## config.mk

```make
export PLATFORM = sky130hd
export DESIGN_NAME = mem_arbiter
export DESIGN_NICKNAME = d
export VERILOG_FILES = /design/src/rtl/mem_arbiter.sv
export SDC_FILE = /design/constraint.sdc
export NUM_CORES = 1
export LEC_CHECK = 0
export CAP_MARGIN = 20
export CORE_ASPECT_RATIO = 2
export CORE_UTILIZATION = 24
export CTS_CLUSTER_DIAMETER = 60
export CTS_CLUSTER_SIZE = 16
export DETAILED_ROUTE_END_ITERATION = 6
export PLACE_DENSITY = 0.85
export SLEW_MARGIN = 30
export SYNTH_ARGS = -nofsm -noshare
export SYNTH_HDL_FRONTEND = slang
export SYNTH_SLANG_ARGS = --single-unit
```

## constraint.sdc

```tcl
create_clock -name clk -period 2.8 [get_ports clk]
set_clock_uncertainty 0.05 [all_clocks]
set_input_delay 0.28 -clock clk [delete_from_list [all_inputs] [get_ports clk]]
set_output_delay 0.28 -clock clk [all_outputs]
set_load 0.02 [all_outputs]
```

## src/rtl/mem_arbiter.sv

```systemverilog
// rtl/mem_arbiter.sv - two-master single-port memory arbiter with bounded bursts and tagged read returns
module mem_arbiter #(
  parameter int DATA_W     = 16,
  parameter int ADDR_W     = 16,
  parameter int MAX_BURST  = 4,
  parameter int RD_LATENCY = 1
) (
  input  logic              clk,
  input  logic              reset,
  input  logic              m0_req,
  input  logic [ADDR_W-1:0] m0_addr,
  input  logic              m0_wr_en,
  input  logic [DATA_W-1:0] m0_wr_data,
  output logic              m0_gnt,
  output logic              m0_rd_valid,
  input  logic              m1_req,
  input  logic [ADDR_W-1:0] m1_addr,
  input  logic              m1_wr_en,
  input  logic [DATA_W-1:0] m1_wr_data,
  output logic              m1_gnt,
  output logic              m1_rd_valid,
  output logic [DATA_W-1:0] rd_data,
  output logic [ADDR_W-1:0] mem_addr,
  output logic              mem_wr_en,
  output logic [DATA_W-1:0] mem_wr_data,
  input  logic [DATA_W-1:0] mem_rd_data
);

  localparam int CNT_W = $clog2(MAX_BURST + 1);

  logic                  last_owner;
  logic [CNT_W-1:0]      burst_cnt;
  logic [RD_LATENCY-1:0] pipe_valid;
  logic [RD_LATENCY-1:0] pipe_owner;

  logic turn_over;
  logic sel;
  logic any_gnt;

  // burst_cnt == 0 only right after reset: no live burst, so a contested
  // cycle goes to the master that is not last_owner (m0).
  assign turn_over = (burst_cnt == '0) || (burst_cnt >= CNT_W'(MAX_BURST));

  always_comb begin
    m0_gnt = 1'b0;
    m1_gnt = 1'b0;
    sel    = last_owner;
    if (!reset) begin
      if (m0_req && m1_req) begin
        sel    = turn_over ? ~last_owner : last_owner;
        m0_gnt = ~sel;
        m1_gnt = sel;
      end else begin
        m0_gnt = m0_req;
        m1_gnt = m1_req;
      end
    end
  end

  assign any_gnt = m0_gnt | m1_gnt;

  always_comb begin
    mem_addr    = '0;
    mem_wr_en   = 1'b0;
    mem_wr_data = '0;
    if (m0_gnt) begin
      mem_addr    = m0_addr;
      mem_wr_en   = m0_wr_en;
      mem_wr_data = m0_wr_data;
    end else if (m1_gnt) begin
      mem_addr    = m1_addr;
      mem_wr_en   = m1_wr_en;
      mem_wr_data = m1_wr_data;
    end
  end

  always_ff @(posedge clk) begin
    if (reset) begin
      last_owner <= 1'b1;
      burst_cnt  <= '0;
      pipe_valid <= '0;
      pipe_owner <= '0;
    end else begin
      if (any_gnt) begin
        if (m1_gnt == last_owner) begin
          if (burst_cnt < CNT_W'(MAX_BURST))
            burst_cnt <= burst_cnt + CNT_W'(1);
        end else begin
          last_owner <= m1_gnt;
          burst_cnt  <= CNT_W'(1);
        end
      end
      for (int i = RD_LATENCY - 1; i > 0; i--) begin
        pipe_valid[i] <= pipe_valid[i-1];
        pipe_owner[i] <= pipe_owner[i-1];
      end
      pipe_valid[0] <= any_gnt & ~mem_wr_en;
      pipe_owner[0] <= m1_gnt;
    end
  end

  // Gating with reset kills returns of reads issued before a reset.
  assign m0_rd_valid = ~reset & pipe_valid[RD_LATENCY-1] & ~pipe_owner[RD_LATENCY-1];
  assign m1_rd_valid = ~reset & pipe_valid[RD_LATENCY-1] &  pipe_owner[RD_LATENCY-1];
  assign rd_data     = (m0_rd_valid | m1_rd_valid) ? mem_rd_data : '0;

endmodule

```

==> run metrics, run 1 <==
core area=around 3500 µm²; Post CTS Setup Buffer Count=0; initial antenna violation count=0; ANT nets after route=0; slowest stage cell, crit path=clkdlybuf4s50_1; fillers=~310; Netlist cell types=29; CTS tree=yes; status=finished clean; worst hold path class=flip-flop to flip-flop; power share of the sequential group=15.1%; Setup CP Type=flip-flop to primary output; drt pass-1 iters=4; cells along the critical path=inv_1 -> ha_1 -> o21ai_2 -> a21oi_2 -> nor3b_4 -> buf_12 -> clkdlybuf4s50_1; slew margin rel.=66.5%; ANT cells=0; placed cells=295; largest net degree at the start of global routing=32; Layout Nets=340; global-route wire length before repair=between 6000 and 7000 µm; share of post-route cells with drive strength above 1=8.40%; syn_area_per_cell=8.06 µm²; DRC errors left=0; IO Count=139; die width=45.0 µm; top-area cell type share of the netlist area=about a third; H-tree Lvls=1; crit path launch=burst_cnt[0]$_SDFFE_PP0P_; ranking of synthesized cells by area=a22o_1 (33%), dfxtp_1 (14%), and2_1 (12%); Synthesis Warnings=0; Total GRT Usage=22.7%; Slew Viols, Final=0; wire per inst=16.3 µm; post-synthesis cell count=110; Reg clk slew, reported paths=0.04 ns; r2r startpoint=burst_cnt[0]$_SDFFE_PP0P_; post-synth top area cell=a22o_1; CP Data Required Time=2.47 ns; CTS Hold Bufs=0; Pint=416 µW; final std cells w/o fill=slightly below 300; 1st-iter DRT viols=37; RSZ-0062 raised after global routing=no; Max Freq=~370 MHz; Vias/cell=4.92; Final min period=2.71 ns; combinational share of power=between 60 and 70%; num rows=30; Final Cycle Share=96.7%; crit-path max cell delay=0.63 ns; final hold vios=0; Layout area overhead=167%; GPL Wtd Cong=~0.87; total routed wirelength=4870 µm; die height=around 90 µm; Leakage=between 0.001 and 0.0015 µW; maximum vdd drop=0.257 mV; FF/Latch Area=between 100 and 150 µm²; Vias=1465; max cap viols=0; vias in the first global route=between 1000 and 1500; final setup fails=0; Cell Area, Synth=887 µm²; multi-input logic area=676 µm²; worst-margin pin slew=around 0.49 ns; clock network fraction of total power=between 20% and 30%; clk sinks=6; CTS max path bufs=2; clk_lat worst skew=0.23 ns; Detail Placement HPWL=3950 µm; root buffer cell=clkbuf_8; Final Util=68.5%; sequential fraction of the synthesis area=~14%; total grt overflow=0; Die ar.=3960 µm²; sw power=227 µW; critical path arrival=approximately 2.4 ns; HP Start=burst_cnt[1]$_SDFFE_PP0P_; Worst Path Max Fanout=31; Switching Share=35.3%; cts bufs inserted=3; CP Launch Type=flip-flop; number of port buffers=138; Worst Setup End Kind=primary output; Power per Cell Area=272 nW/µm²; syn nets=just under 200; register bit total from synthesis=6; initial core utilization=25.7%
## cell families after synthesis
kind of cell               share of synthesized area [%]
AOI/OAI and AO/OA                                   50.1
and+or+nand+nor                                     22.6
buffers and inverters                               11.0
DFF                                                 13.5
adders and majority gates                           2.82
## cell usage after synthesis
cell type / number
a31o_2: 2
buf_4: 1
a21oi_2: 1
or3_4: 1
inv_1: 5
nor2b_1: 2
a2111oi_0: 2
a21oi_1: 6
nor3_1: 1
a31oi_1: 1
o21ai_2: 1
nor2_1: 4
a311o_1: 1
ha_1: 2
or3b_2: 1
nor3b_2: 1
buf_6: 4
o22ai_1: 1
clkbuf_1: 3
nand2_1: 4
nor3b_1: 1
buf_2: 3
and2_1: 17
a311oi_4: 1
o32ai_1: 1
a22o_1: 33
nand2b_1: 1
dfxtp_1: 6
o21ai_0: 3
## routing by layer
metal / vias up / wire [µm] / track usage, %
met2: 95 / 2570 / 43.9
met3: 11 / 539 / 6.19
met4: 0 / 85 / 6.06
li1: 705 / - / -
met5: - / 0 / 0
met1: 654 / 1680 / 22.1
## stage by stage
step / worst slack (ns) / setup TNS (ns) / power (µW) / hold slack, ns / cell area (µm²)
2_1_floorplan: 0.587 / 0 / 287 / 0.407 / 887
3_3_place_gp: 0.110 / 0 / 531 / 0.437 / 2340
3_5_place_dp: 0.0836 / 0 / 536 / 0.460 / 2340
4_1_cts: -0.0758 / -0.203 / 646 / 0.466 / 2350
5_1_grt: 0.00719 / 0 / 672 / 0.499 / 2360
6_report: 0.0916 / 0 / 643 / 0.458 / 2360
## area by class of cell
class / instances / share of cell area (%)
timing repair buffer: 148 / 61.3
tap: 48 / 2.54
clock buffer: 3 / 1.75
sequential: 6 / 5.08
multi-input combinational: 88 / 28.6
inverter: 5 / 0.794
## power groups by stage
stage | combinational (µW) | clock (µW) | sequential [µW]
2_1_floorplan | 190 | 0 | 97.2
3_3_place_gp | 434 | 0 | 97.3
3_5_place_dp | 438 | 0 | 97.9
4_1_cts | 417 | 132 | 96.7
5_1_grt | 439 | 136 | 97.4
6_report | 415 | 131 | 96.8
## cell usage in the layout (no fill, tap or decap)
cell / instances
a2111oi_0: 2
a21oi_1: 6
a21oi_2: 1
a22o_1: 33
a311o_1: 1
a311oi_4: 1
a31o_2: 2
a31oi_1: 1
and2_1: 17
buf_12: 1
buf_4: 7
buf_6: 2
clkbuf_8: 3
clkdlybuf4s50_1: 104
dfxtp_1: 6
dlygate4sd2_1: 30
dlymetal6s2s_1: 4
ha_1: 2
inv_1: 5
nand2_1: 4
nand2b_1: 1
nor2_1: 4
nor2b_1: 2
nor3_1: 1
nor3b_1: 1
nor3b_4: 1
o21ai_0: 3
o21ai_2: 1
o22ai_1: 1
o32ai_1: 1
or3_4: 1
or3b_2: 1
## registers in the layout (all words and copies together) (netlist names)
name,count
burst_cnt,3
last_owner,1
pipe_owner,1
pipe_valid,1
## worst max-delay path, delay by kind of cell, from the launching register on
| kind | cells | cell delay (ns) |
|---|---|---|
| buffers and inverters | 3 | 0.91 |
| AO/OA/AOI/OAI | 2 | 0.40 |
| flip-flops | 1 | 0.33 |
| adder cells (fa/ha/maj) | 1 | 0.26 |
| AND/OR/NAND/NOR | 1 | 0.25 |
## what timing repair did
| action | CTS | global route |
|---|---|---|
| hold endpoints to repair | 0 | 0 |
| resized for setup | 32 | 4 |
| setup endpoints to repair | 34 | 4 |
## worst paths after layout
path / slack, ns / to / cells past startpoint
setup reg to reg: 0.94 / pipe_valid$_SDFF_PP0_ / 6
hold reg to reg: 0.46 / burst_cnt[1]$_SDFFE_PP0P_ / 2
hold / removal: 0.46 / burst_cnt[1]$_SDFFE_PP0P_ / 2
setup / recovery: 0.09 / m1_gnt / 7
(Power assumes the default switching activity.)
==> inputs of run 2 (changes only) <==
Settings changed: CORE_MARGIN from default to 2.
==> run 2 against run 1 <==
Compared with the run above:
- sequential share of layout area is essentially flat
- flip-flop and latch count is the same
- routed wire length shrank 5.7%
- maximum frequency grew 2.8%
- critical endpoint unchanged
- largest cell class unchanged
==> run metrics, run 2 (synthesized netlist as in run 1, its figures left out) <==
DR top layer=met4 (unchanged); routed wl met3=829 µm (was 539 µm); Layout Nets=339 (was 340); Switching Share=34.3% (was 35.3%); Final min period=2.63 ns (was 2.71 ns); critical path arrival=2.30 ns (was 2.38 ns); ANT nets after route=0 (unchanged); Power per Cell Area=268 nW/µm² (was 272 nW/µm²); GPL Wtd Cong=0.904 (was 0.871); sw power=216 µW (was 227 µW); Hold Crit Depth=2 (unchanged); Worst Path Max Fanout=34 (was 31); max cap viols=0 (unchanged); IO Count=139 (unchanged); cts bufs inserted=3 (unchanged); wire per inst=15.4 µm (was 16.3 µm); initial core utilization=24.9% (was 25.7%); fillers=329 (was 312); status=finished clean (unchanged); core area=3570 µm² (was 3450 µm²); Largest register FFs=3 (unchanged); routed wire length on met2=2120 µm (was 2570 µm); internal reg-to-reg setup slack=1.04 ns (was 0.94 ns); clock network fraction of total power=19.8% (was 20.4%); DRC errors left=0 (unchanged); CP Launch Type=flip-flop (unchanged); Total GRT Usage=20.3% (was 22.7%); final hold vios=0 (unchanged); drt pass-1 iters=4 (unchanged); slew margin rel.=72.6% (was 66.5%); total routed wirelength=4590 µm (was 4870 µm); maximum vdd drop=0.480 mV (was 0.257 mV); worst hold path class=flip-flop to flip-flop (unchanged); Layout area overhead=166% (was 167%); ANT cells=0 (unchanged); most common cell after layout, fill and taps aside=clkdlybuf4s50_1 (unchanged); RR Endpoint=pipe_valid$_SDFF_PP0_ (unchanged); number of port buffers=138 (unchanged); commonest cells after routing, fill and taps aside=clkdlybuf4s50_1 (104), a22o_1 (33), dlygate4sd2_1 (33), and2_1 (17) (was clkdlybuf4s50_1 (104), a22o_1 (33), dlygate4sd2_1 (30), and2_1 (17), buf_4 (7)); Worst Setup End Kind=primary output (unchanged); final setup fails=0 (unchanged); DP Worst Slack=0.0861 ns (was 0.0836 ns); root buffer cell=clkbuf_8 (unchanged); clk_lat worst skew=0.22 ns (was 0.23 ns); Max Freq=380 MHz (was 369 MHz); Setup CP Type=flip-flop to primary output (unchanged); vias in the first global route=1452 (was 1421); 1st-iter DRT viols=25 (was 37); clk sinks=6 (unchanged); die width=47.0 µm (was 45.0 µm); initial antenna violation count=0 (unchanged); Leakage=0.00105 µW (was 0.00109 µW); post-route setup TNS=0 ns (unchanged); H-tree Lvls=1 (unchanged); Most flops, register=burst_cnt (unchanged); Slew Viols, Final=0 (unchanged); HP Start=burst_cnt[1]$_SDFFE_PP0P_ (unchanged); Pint=414 µW (was 416 µW); combinational share of power=64.9% (was 64.5%); worst-margin pin slew=0.400 ns (was 0.491 ns); CP Data Required Time=2.47 ns (about the same); share of post-route cells with drive strength above 1=8.03% (was 8.40%); num rows=31 (was 30); Vias/cell=4.90 (was 4.92); fin worst setup slack=0.166 ns (was 0.0916 ns); total grt overflow=0 (unchanged); Die ar.=4230 µm² (was 3960 µm²); RSZ-0062 raised after global routing=no (unchanged); die height=90.0 µm (was 88.0 µm); Vias=1459 (was 1465); wl on met1=1520 µm (was 1680 µm); worst hold path endpoint=burst_cnt[1]$_SDFFE_PP0P_ (unchanged); cell count of the worst reg-to-reg path=6 (unchanged); power share of the sequential group=15.3% (was 15.1%); largest net degree at the start of global routing=35 (was 32); CTS tree=yes (unchanged); CTS max path bufs=2 (unchanged); Detail Placement HPWL=3890 µm (was 3950 µm); Reg clk slew, reported paths=0.03 ns (was 0.04 ns); r2r startpoint=burst_cnt[1]$_SDFFE_PP0P_ (was burst_cnt[0]$_SDFFE_PP0P_); Final Cycle Share=94.1% (was 96.7%); global-route wire length before repair=6510 µm (was 6760 µm)
-- run 2: cell count changes in the layout (fill, tap and decap cells not counted) --
cell	before	now
buf_6	2	1
buf_4	7	6
dlymetal6s2s_1	4	1
buf_12	1	2
dlygate4sd2_1	30	33
-- run 2: layer usage --
layer | up-vias | GRT usage (%)
met3 | 12 | 12.4
met4 | 0 | 5.79
li1 | 701 | -
met1 | 632 | 19.1
met2 | 114 | 34.5
met5 | - | 0
-- run 2: repair_timing --
action                                  CTS  global route
gates resized for setup                  34             1
buffers inserted                          0             0
hold buffers                              0             0
endpoints found under the setup margin   33             1
-- run 2: critical path, stage by stage (launching register included) --
cell	delay, ns
dfxtp_1	0.34
inv_1	0.06
ha_1	0.23
o21ai_2	0.26
a21oi_2	0.13
nor3b_4	0.22
buf_12	0.21
clkdlybuf4s50_1	0.62
-- run 2: layout make-up --
| type | count | area (µm²) | area share [%] |
|---|---|---|---|
| clock buffers | 3 | 41.3 | 1.75 |
| inverters | 5 | 18.8 | 0.797 |
| multi-input cells | 88 | 676 | 28.7 |
| flip-flops and latches | 6 | 120 | 5.10 |
| well taps | 49 | 61.3 | 2.60 |
| repair buffers | 147 | 1440 | 61.1 |
-- run 2: worst max path at each step --
stage	endpoint	slack (ns)	start	cells after the start
2_1_floorplan	mem_wr_data[10]	0.59	burst_cnt[0]$_SDFFE_PP0P_	6
3_3_place_gp	mem_addr[11]	0.14	burst_cnt[1]$_SDFFE_PP0P_	7
3_5_place_dp	mem_wr_data[2]	0.09	burst_cnt[1]$_SDFFE_PP0P_	7
4_1_cts	m0_gnt	0.04	burst_cnt[1]$_SDFFE_PP0P_	6
5_1_grt	m1_gnt	0.03	burst_cnt[1]$_SDFFE_PP0P_	7
6_report	m1_gnt	0.17	burst_cnt[1]$_SDFFE_PP0P_	7
-- run 2: metrics by stage --
stage / hold WS, ns / cells / instance area (µm²) / total power (µW) / utilization, %
6_report: 0.438 / 298 / 2360 / 631 / 66.0
5_1_grt: 0.478 / 298 / 2360 / 670 / 66.0
4_1_cts: 0.443 / 298 / 2350 / 637 / 66.0
3_5_place_dp: 0.438 / 295 / 2350 / 536 / 65.8
3_3_place_gp: 0.422 / 295 / 2350 / 533 / 65.8
2_1_floorplan: 0.407 / 110 / 887 / 287 / -
-- run 2: power groups by stage --
| stage | registers (µW) | logic (µW) | clock network [µW] |
|---|---|---|---|
| 4_1_cts | 96.6 | 411 | 129 |
| 2_1_floorplan | 97.2 | 190 | 0 |
| 3_5_place_dp | 97.9 | 438 | 0 |
| 3_3_place_gp | 97.6 | 435 | 0 |
| 6_report | 96.7 | 409 | 125 |
| 5_1_grt | 97.0 | 437 | 136 |
